## src/rtl/rtc_bus_if.sv

```systemverilog
// Bus bundle between the control FSM / RTC chip pins and rtc_bus_sequencer.
// The master modport is the sequencer side; the slave modport is the control/pin side.
interface rtc_bus_if;
    logic       start_wr;
    logic       start_rd;
    logic [7:0] dir;
    logic [7:0] dato_wr;
    logic [7:0] bus_in;
    logic [7:0] bus_out;
    logic       bus_oe;
    logic       cs_n;
    logic       wr_n;
    logic       rd_n;
    logic       ad;
    logic [7:0] dato_rd;
    logic [7:0] dir_rd;
    logic       strobe_rd;
    logic       busy;
    logic       done;
    logic       error;

    modport master (
        input  start_wr, start_rd, dir, dato_wr, bus_in,
        output bus_out, bus_oe, cs_n, wr_n, rd_n, ad,
        output dato_rd, dir_rd, strobe_rd, busy, done, error
    );

    modport slave (
        output start_wr, start_rd, dir, dato_wr, bus_in,
        input  bus_out, bus_oe, cs_n, wr_n, rd_n, ad,
        input  dato_rd, dir_rd, strobe_rd, busy, done, error
    );
endinterface

```

## src/rtl/rtc_bus_sequencer.sv

```systemverilog
// Address/data multiplexed bus sequencer for the external RTC chip.
// Optional packed-BCD check of write data is enabled by defining RTC_BCD_CHECK_EN.
module rtc_bus_sequencer #(
    parameter int unsigned T_GAP   = 4,
    parameter int unsigned T_PULSE = 10
) (
    input  logic       clk,
    input  logic       reset,
    rtc_bus_if.master  bus
);

    localparam int unsigned MAX_LEN = (T_GAP > T_PULSE) ? T_GAP : T_PULSE;
    localparam int unsigned CNT_W   = (MAX_LEN > 1) ? $clog2(MAX_LEN) : 1;
    localparam logic [CNT_W-1:0] GAP_LAST   = CNT_W'(T_GAP - 1);
    localparam logic [CNT_W-1:0] PULSE_LAST = CNT_W'(T_PULSE - 1);

    typedef enum logic [2:0] {
        IDLE, A_SETUP, A_STROBE, A_HOLD, D_SETUP, D_STROBE, D_HOLD, DONE
    } state_t;

    state_t           state_q, state_d;
    logic [CNT_W-1:0] cnt_q, cnt_d;
    logic             op_rd_q, op_rd_d;
    logic [7:0]       dir_q, dir_d;
    logic [7:0]       data_q, data_d;
    logic             phase_last;

    logic [7:0] bus_out_d, dato_rd_d, dir_rd_d;
    logic       bus_oe_d, cs_n_d, wr_n_d, rd_n_d, ad_d;
    logic       strobe_rd_d, busy_d, done_d, error_d;

`ifdef RTC_BCD_CHECK_EN
    logic bcd_bad;
    assign bcd_bad = (bus.dato_wr[7:4] > 4'd9) || (bus.dato_wr[3:0] > 4'd9);
`endif

    // End of the current phase, from the shared phase counter
    always_comb begin
        unique case (state_q)
            A_STROBE, D_STROBE: phase_last = (cnt_q == PULSE_LAST);
            DONE, IDLE:         phase_last = 1'b1;
            default:            phase_last = (cnt_q == GAP_LAST);
        endcase
    end

    // Next state, latched request, read capture, and next registered outputs
    always_comb begin
        state_d     = state_q;
        cnt_d       = cnt_q;
        op_rd_d     = op_rd_q;
        dir_d       = dir_q;
        data_d      = data_q;
        dato_rd_d   = bus.dato_rd;
        dir_rd_d    = bus.dir_rd;
        strobe_rd_d = 1'b0;
        done_d      = 1'b0;
        error_d     = bus.error;

        if (state_q == IDLE) begin
            if (bus.start_wr) begin
`ifdef RTC_BCD_CHECK_EN
                if (bcd_bad) begin
                    error_d = 1'b1;
                    done_d  = 1'b1;
                end else begin
                    state_d = A_SETUP;
                    cnt_d   = '0;
                    op_rd_d = 1'b0;
                    dir_d   = bus.dir;
                    data_d  = bus.dato_wr;
                end
`else
                state_d = A_SETUP;
                cnt_d   = '0;
                op_rd_d = 1'b0;
                dir_d   = bus.dir;
                data_d  = bus.dato_wr;
`endif
            end else if (bus.start_rd) begin
                state_d = A_SETUP;
                cnt_d   = '0;
                op_rd_d = 1'b1;
                dir_d   = bus.dir;
            end
        end else if (phase_last) begin
            cnt_d = '0;
            unique case (state_q)
                A_SETUP:  state_d = A_STROBE;
                A_STROBE: state_d = A_HOLD;
                A_HOLD:   state_d = D_SETUP;
                D_SETUP:  state_d = D_STROBE;
                D_STROBE: state_d = D_HOLD;
                D_HOLD:   state_d = DONE;
                default:  state_d = IDLE;
            endcase
        end else begin
            cnt_d = cnt_q + CNT_W'(1);
        end

        // Read data is taken on the last cycle the read strobe is low
        if (state_q == D_STROBE && phase_last && op_rd_q) begin
            dato_rd_d   = bus.bus_in;
            dir_rd_d    = dir_q;
            strobe_rd_d = 1'b1;
        end

        if (state_d == DONE) done_d = 1'b1;

`ifndef RTC_BCD_CHECK_EN
        error_d = 1'b0;
`endif

        cs_n_d    = 1'b1;
        wr_n_d    = 1'b1;
        rd_n_d    = 1'b1;
        ad_d      = 1'b1;
        bus_oe_d  = 1'b0;
        bus_out_d = 8'h00;
        busy_d    = (state_d != IDLE);

        unique case (state_d)
            A_SETUP, A_STROBE, A_HOLD: begin
                cs_n_d    = 1'b0;
                ad_d      = 1'b0;
                bus_oe_d  = 1'b1;
                bus_out_d = dir_d;
                wr_n_d    = (state_d != A_STROBE);
            end
            D_SETUP, D_STROBE, D_HOLD: begin
                cs_n_d = 1'b0;
                if (op_rd_d) begin
                    rd_n_d = (state_d != D_STROBE);
                end else begin
                    bus_oe_d  = 1'b1;
                    bus_out_d = data_d;
                    wr_n_d    = (state_d != D_STROBE);
                end
            end
            default: ;
        endcase
    end

    always_ff @(posedge clk) begin
        if (reset) begin
            state_q       <= IDLE;
            cnt_q         <= '0;
            op_rd_q       <= 1'b0;
            dir_q         <= 8'h00;
            data_q        <= 8'h00;
            bus.bus_out   <= 8'h00;
            bus.bus_oe    <= 1'b0;
            bus.cs_n      <= 1'b1;
            bus.wr_n      <= 1'b1;
            bus.rd_n      <= 1'b1;
            bus.ad        <= 1'b1;
            bus.dato_rd   <= 8'h00;
            bus.dir_rd    <= 8'h00;
            bus.strobe_rd <= 1'b0;
            bus.busy      <= 1'b0;
            bus.done      <= 1'b0;
            bus.error     <= 1'b0;
        end else begin
            state_q       <= state_d;
            cnt_q         <= cnt_d;
            op_rd_q       <= op_rd_d;
            dir_q         <= dir_d;
            data_q        <= data_d;
            bus.bus_out   <= bus_out_d;
            bus.bus_oe    <= bus_oe_d;
            bus.cs_n      <= cs_n_d;
            bus.wr_n      <= wr_n_d;
            bus.rd_n      <= rd_n_d;
            bus.ad        <= ad_d;
            bus.dato_rd   <= dato_rd_d;
            bus.dir_rd    <= dir_rd_d;
            bus.strobe_rd <= strobe_rd_d;
            bus.busy      <= busy_d;
            bus.done      <= done_d;
            bus.error     <= error_d;
        end
    end

endmodule
```

## src/flat_wrapper.sv

```systemverilog
// flat-port wrapper written by rule: the top's interface ports become plain ports
module rtc_bus_sequencer_flat 
#(
    parameter int unsigned T_GAP   = 4,
    parameter int unsigned T_PULSE = 10
)
  (clk, reset, bus_start_wr, bus_start_rd, bus_dir, bus_dato_wr, bus_bus_in, bus_bus_out, bus_bus_oe, bus_cs_n, bus_wr_n, bus_rd_n, bus_ad, bus_dato_rd, bus_dir_rd, bus_strobe_rd, bus_busy, bus_done, bus_error);
  rtc_bus_if bus_i ();
  input  logic clk;
  input  logic reset;
  input wire logic [$bits(bus_i.start_wr)-1:0] bus_start_wr;
  input wire logic [$bits(bus_i.start_rd)-1:0] bus_start_rd;
  input wire logic [$bits(bus_i.dir)-1:0] bus_dir;
  input wire logic [$bits(bus_i.dato_wr)-1:0] bus_dato_wr;
  input wire logic [$bits(bus_i.bus_in)-1:0] bus_bus_in;
  output wire logic [$bits(bus_i.bus_out)-1:0] bus_bus_out;
  output wire logic [$bits(bus_i.bus_oe)-1:0] bus_bus_oe;
  output wire logic [$bits(bus_i.cs_n)-1:0] bus_cs_n;
  output wire logic [$bits(bus_i.wr_n)-1:0] bus_wr_n;
  output wire logic [$bits(bus_i.rd_n)-1:0] bus_rd_n;
  output wire logic [$bits(bus_i.ad)-1:0] bus_ad;
  output wire logic [$bits(bus_i.dato_rd)-1:0] bus_dato_rd;
  output wire logic [$bits(bus_i.dir_rd)-1:0] bus_dir_rd;
  output wire logic [$bits(bus_i.strobe_rd)-1:0] bus_strobe_rd;
  output wire logic [$bits(bus_i.busy)-1:0] bus_busy;
  output wire logic [$bits(bus_i.done)-1:0] bus_done;
  output wire logic [$bits(bus_i.error)-1:0] bus_error;
  assign bus_i.start_wr = bus_start_wr;
  assign bus_i.start_rd = bus_start_rd;
  assign bus_i.dir = bus_dir;
  assign bus_i.dato_wr = bus_dato_wr;
  assign bus_i.bus_in = bus_bus_in;
  assign bus_bus_out = bus_i.bus_out;
  assign bus_bus_oe = bus_i.bus_oe;
  assign bus_cs_n = bus_i.cs_n;
  assign bus_wr_n = bus_i.wr_n;
  assign bus_rd_n = bus_i.rd_n;
  assign bus_ad = bus_i.ad;
  assign bus_dato_rd = bus_i.dato_rd;
  assign bus_dir_rd = bus_i.dir_rd;
  assign bus_strobe_rd = bus_i.strobe_rd;
  assign bus_busy = bus_i.busy;
  assign bus_done = bus_i.done;
  assign bus_error = bus_i.error;
  rtc_bus_sequencer #(.T_GAP(T_GAP), .T_PULSE(T_PULSE)) u_core (.clk(clk), .reset(reset), .bus(bus_i));
endmodule
```

## config.mk

```make
export PLATFORM = sky130hd
export DESIGN_NAME = rtc_bus_sequencer_flat
export DESIGN_NICKNAME = d
export VERILOG_FILES = /design/src/rtl/rtc_bus_if.sv /design/src/rtl/rtc_bus_sequencer.sv /design/src/flat_wrapper.sv
export SDC_FILE = /design/constraint.sdc
export NUM_CORES = 1
export LEC_CHECK = 0
export ABC_AREA = 1
export BUFFER_PORTS_ARGS = -buffer_cell sky130_fd_sc_hd__buf_2
export CAP_MARGIN = 20
export CORE_MARGIN = 4
export CORE_UTILIZATION = 56
export CTS_CLUSTER_SIZE = 20
export DETAILED_ROUTE_END_ITERATION = 12
export MAX_ROUTING_LAYER = met4
export PLACE_DENSITY = 0.82
export SYNTH_ARGS = -nofsm -noshare
export SYNTH_HDL_FRONTEND = slang
export SYNTH_SLANG_ARGS = --single-unit
```

## constraint.sdc

```tcl
create_clock -name clk -period 3.5 [get_ports clk]
set_input_delay 0 -clock clk [delete_from_list [all_inputs] [get_ports clk]]
set_output_delay 0 -clock clk [all_outputs]
set_load 0.01 [all_outputs]
```

Word level (Yosys, flattened, before mapping). Cells that the tools add are included.

Flip-flop bits (word level): 56. Bits of input ports: 28. Logic and storage cells: 76. Output and inout bits: 33.

Reductions and logical operators: 10. Add/sub/neg operators: 1. Muxes and demuxes: 28. Equality and inequality tests: 19. Bitwise logic cells: 2.

Operators with widths (count): two-way mux 8 bit (6); == test 3 bit (second input constant) (8); one-hot mux 3 bit (6 select lines) (1); two-way mux 4 bit (4); one-hot mux 8 bit (2 select lines) (1); == test 3 x 2 -> 1 bit (second input constant) (4); two-way mux 3 bit (4); two-way mux 1 bit (9); OR reduction 3 bit (3); == test 3 x 1 -> 1 bit (second input constant) (2); != test 3 bit (second input constant) (2); one-hot mux 1 bit (2 select lines) (3); OR reduction 6 bit (1); adder 4 x 1 -> 4 bit (second input constant) (1); == test 4 x 2 -> 1 bit (second input constant) (1); == test 4 bit (second input constant) (1); OR reduction 2 bit (2); zero test 3 bit (1); != test 3 x 2 -> 1 bit (second input constant) (1); nonzero test 3 bit (1); logical AND 1 bit (2); NOT 1 bit (2).

Depth between registers and ports, before layout.
Word-level depth: 9. Depth in mapped cells: 11. Gate-level depth less buffers: 11.

Worst setup path before layout. Ideal clock, no wire load.

Kind: reg-to-reg. From: reg u_core.state_q[0]. To: reg u_core.bus.cs_n. Setup slack: 1.983 ns. Buffers on the path: 0. Clock period less this slack: 1.517 ns. Required time: 3.385 ns. Arrival: 1.402 ns. Library setup time: 0.115 ns. Stages on the path, launching flop included: 9. Cells stage by stage: dfxtp_1 nand3_1 nand3_1 nand3_4 nand3_2 nand3_1 nand2_2 nand2_1 o21a_1.

Word-level cells in the longest chain between the ends: 8. Elaborated cells between the ends (all ways): 24. Those cells by class: eq/ne: 13; mux: 7; reduce/logical: 4.

Ends and longest elaborated chain: start: declaration (line rtc_bus_sequencer.sv:21) `state_t state_q, state_d;`; start signal: assignment (line rtc_bus_sequencer.sv:163) `state_q <= state_d;`; == test 3 bit (tied with other cells) (line rtc_bus_sequencer.sv:39) `unique case (state_q)`; OR reduction 2 bit (line rtc_bus_sequencer.sv:39); one-hot mux 1 bit (2 select lines) (line rtc_bus_sequencer.sv:39); two-way mux 3 bit (line rtc_bus_sequencer.sv:85) `end else if (phase_last) begin`; two-way mux 3 bit * (line rtc_bus_sequencer.sv:59) `if (state_q == IDLE) begin`; == test 3 x 1 -> 1 bit (tied with other cells) (line rtc_bus_sequencer.sv:121) `unique case (state_d)`; OR reduction 6 bit (no line) *; two-way mux 1 bit * (line rtc_bus_sequencer.sv:121); end signal: assignment (line rtc_bus_sequencer.sv:170) `bus.cs_n <= cs_n_d;`; end: declaration (line rtc_bus_if.sv:24) `output bus_out, bus_oe, cs_n, wr_n, rd_n, ad,`.

Mark *: on every way between the ends. The rest lies on a longest branch, timed or not. A chain may end at the register's enable or synchronous reset.

Worst setup path after layout. Same ends and word-level chain as after synthesis.

==> qor.csv <==
metric,value,unit
outcome,completed,
Adder-Cell Fraction of Synth Area,0.538,%
clock tree buffer depth,2,
post-synthesis sequential element count,56,
RSZ-0062 raised after global routing,no,
largest net degree at the start of global routing,37,
number of global-route vias before repair,2045,
Worst-Skew Late Latency,310,ps
Placement Setup Slack,1600,ps
post-DP HPWL,3480,um
Max VDD drop,0.293,mV
Syn Nets,321,
syn_area_per_cell,7.96,um2
Worst Path Arrival,2120,ps
Syn Std Cell Area,2320,um2
post-synth cell types,32,
final worst slack,1580,ps
"most common cell after layout, fill and taps aside",nor2_1,
DRT iter0 DRCs,103,
Slew @ Worst Pin,627,ps
worst hold stages,3,
Syn-to-layout area delta,23.8,%
critical path peak fanout,18,
clock-pin slew on the worst setup and hold paths,100,ps
crit-path cells,inv_2 -> nand2_4 -> nor2_8 -> nor2_4 -> nand3_1 -> nand2_2 -> nand2_1 -> o21a_1,
final slew viol count,0,
total core area,4000,um2
"Hold Vio Cnt, Final",0,
worst reg-to-reg path cell count,8,
Final #Nets,393,
Slew HR,58.2,%
DR WL/cell,12.2,um
DR vias,2067,
Die W,72.4,um
CP max stage delay,460,ps
FMAX,0.521,GHz
fin crit period,1920,ps
total track usage,21.6,%
worst path required time,3700,ps
HP Class,in -> reg,
setup violators final,0,
clk root buf,clkbuf_8,
startpoint types,register,
multi-input combinational cell area,1010,um2
Max-Cap Viols,0,
Setup CP Type,reg -> reg,
DRT antenna net count,0,
CTS buffer count,5,
Post-CTS Setup Repair Bufs,0,
share of layout cells above drive strength 1,26.0,%
initial core utilization,58.1,%
Initial DRT Pass Iterations,4,
H-Tree Depth,2,
Die ar.,5250,um2
complex-gate fraction of the synthesized area,10.9,%
"Seq/Total Area, Yosys",48.2,%
Crit-path slowest cell,dfxtp_1,
TritonCTS Sinks,56,
CTS tree,done,
multiplexer share of the synthesized area,3.44,%
Vias/cell,4.98,
Layout Skew,12.3,ps
Gate Count Post-Synth,292,
WL final,5060,um
# DRC,0,
die height,72.4,um
Port Buf Inserts,59,
Synth Area in Simple Gates,27.4,%
Tcrit/Tclk final,54.8,%
yosys warns,0,
P per Cell Area,420,nW/um2
initial antenna violation count,0,
main combinational cell family by area after synthesis,simple AND/OR/NAND/NOR gates,
grt total ovfl,0,
# diodes,0,
P_leak,1.35,nW
XOR/XNOR Fraction of Synth Area,1.13,%
crit end category,register,
"commonest non-fill, non-tap cells in the layout","nor2_1, buf_2, dfxtp_1",
FF/Latch Area,1120,um2
I/O Pins,61,
post-route setup TNS,0,ps
row cnt,23,
first-pass GRT wire length,8710,um
GP Congestion,0.933,
# fillers,335,
[synth_stat cells]
master,number,share of area [%]
buf_1,1,0.16
nand4_1,3,0.81
nor2_2,2,0.54
clkbuf_1,4,0.65
conb_1,1,0.16
nand2_1,27,4.4
o21ai_4,1,0.70
nor4_1,1,0.27
nor2_1,61,9.8
inv_2,9,1.5
nand3_1,24,5.2
or2_2,1,0.27
o21ai_1,16,3.4
nand3_4,1,0.75
ha_1,1,0.54
nor2_8,2,1.7
a21oi_1,13,2.8
nor2_4,1,0.48
nand2_2,5,1.3
nand3_2,2,0.86
mux2i_1,8,3.4
o21ai_2,2,0.75
nand2_4,2,0.97
inv_4,1,0.27
buf_2,1,0.22
dfxtp_1,56,48
o21a_1,1,0.32
o21ai_0,12,2.6
buf_4,5,1.6
xor2_1,3,1.1
inv_1,24,3.9
a31oi_1,1,0.27
[flip-flops by register name (all words and copies together), names as in the netlist]
signal / cells
u_core.dir_q: 8
u_core.bus.dato_rd: 8
u_core.op_rd_q: 1
u_core.bus.strobe_rd: 1
u_core.bus.bus_oe: 1
u_core.state_q: 3
u_core.cnt_q: 4
u_core.bus.cs_n: 1
u_core.bus.wr_n: 1
u_core.data_q: 8
u_core.bus.dir_rd: 8
u_core.bus.rd_n: 1
u_core.bus.done: 1
u_core.bus.bus_out: 8
u_core.bus.busy: 1
u_core.bus.ad: 1
[critical path, delay by kind of cell (launching register included)]
kind	cells	cell delay, ps
AO/OA/AOI/OAI	1	170
buffers and inverters	1	110
flip-flops	1	460
AND/OR/NAND/NOR	6	1080
[layout make-up]
| cell class | instances | area share, % |
|---|---|---|
| timing repair buffer | 76 | 16.2 |
| tap | 50 | 2.17 |
| multi-input combinational | 191 | 35.2 |
| inverter | 34 | 4.52 |
| sequential | 56 | 39.0 |
| clock buffer | 6 | 2.52 |
| clock inverter | 2 | 0.478 |
[final timing paths]
kind,to,startpoint,slack [ps]
min,u_core.dir_q[3]$_SDFF_PP0_,bus_dir[3],10
max reg2reg,u_core.bus.cs_n$_SDFF_PP1_,u_core.state_q[0]$_SDFF_PP0_,1580
min reg2reg,u_core.bus.dir_rd[7]$_SDFFE_PP0P_,u_core.dir_q[7]$_SDFF_PP0_,460
max,u_core.bus.cs_n$_SDFF_PP1_,u_core.state_q[0]$_SDFF_PP0_,1580
[per-layer routing]
metal  share of wire, %  wire, um  track usage (%)  vias up
li1                   -         -                -     1071
met1                 44      2230             25.3      930
met2                 49      2460             36.3       54
met3                5.1       259             4.57       12
met4                2.1       106             8.20        0
met5                  0         0                -        -
[metrics by stage]
step	power, mW	instances	utilization (%)	hold slack, ps	cell area [um2]
after floorplan	0.814	292	-	149	2320
after CTS	1.22	415	71.9	10.5	2880
after detailed placement	0.862	390	65.5	243	2620
after global routing	1.27	415	71.9	49.7	2880
final	1.21	415	71.9	13.4	2880
after global placement	0.859	390	65.5	236	2620
[cells by family after synthesis]
group / count (synthesis)
AO/OA/AOI/OAI: 46
buffers and inverters: 45
XOR/XNOR: 3
AND/OR/NAND/NOR: 132
other: 1
adder cells (fa/ha/maj): 1
multiplexers: 8
flip-flops: 56
[report_power, final]
group,switching (mW),internal [mW]
Combinational,0.109,0.0749
Sequential,0.0127,0.667
Clock,0.203,0.143
Total,0.325,0.885
[timing repair]
item / in CTS / in global routing
gates resized for setup: 0 / 0
hold endpoints to repair: 17 / 0
hold buffers: 17 / 0
Note: power is estimated with default switching activity, not from simulation.
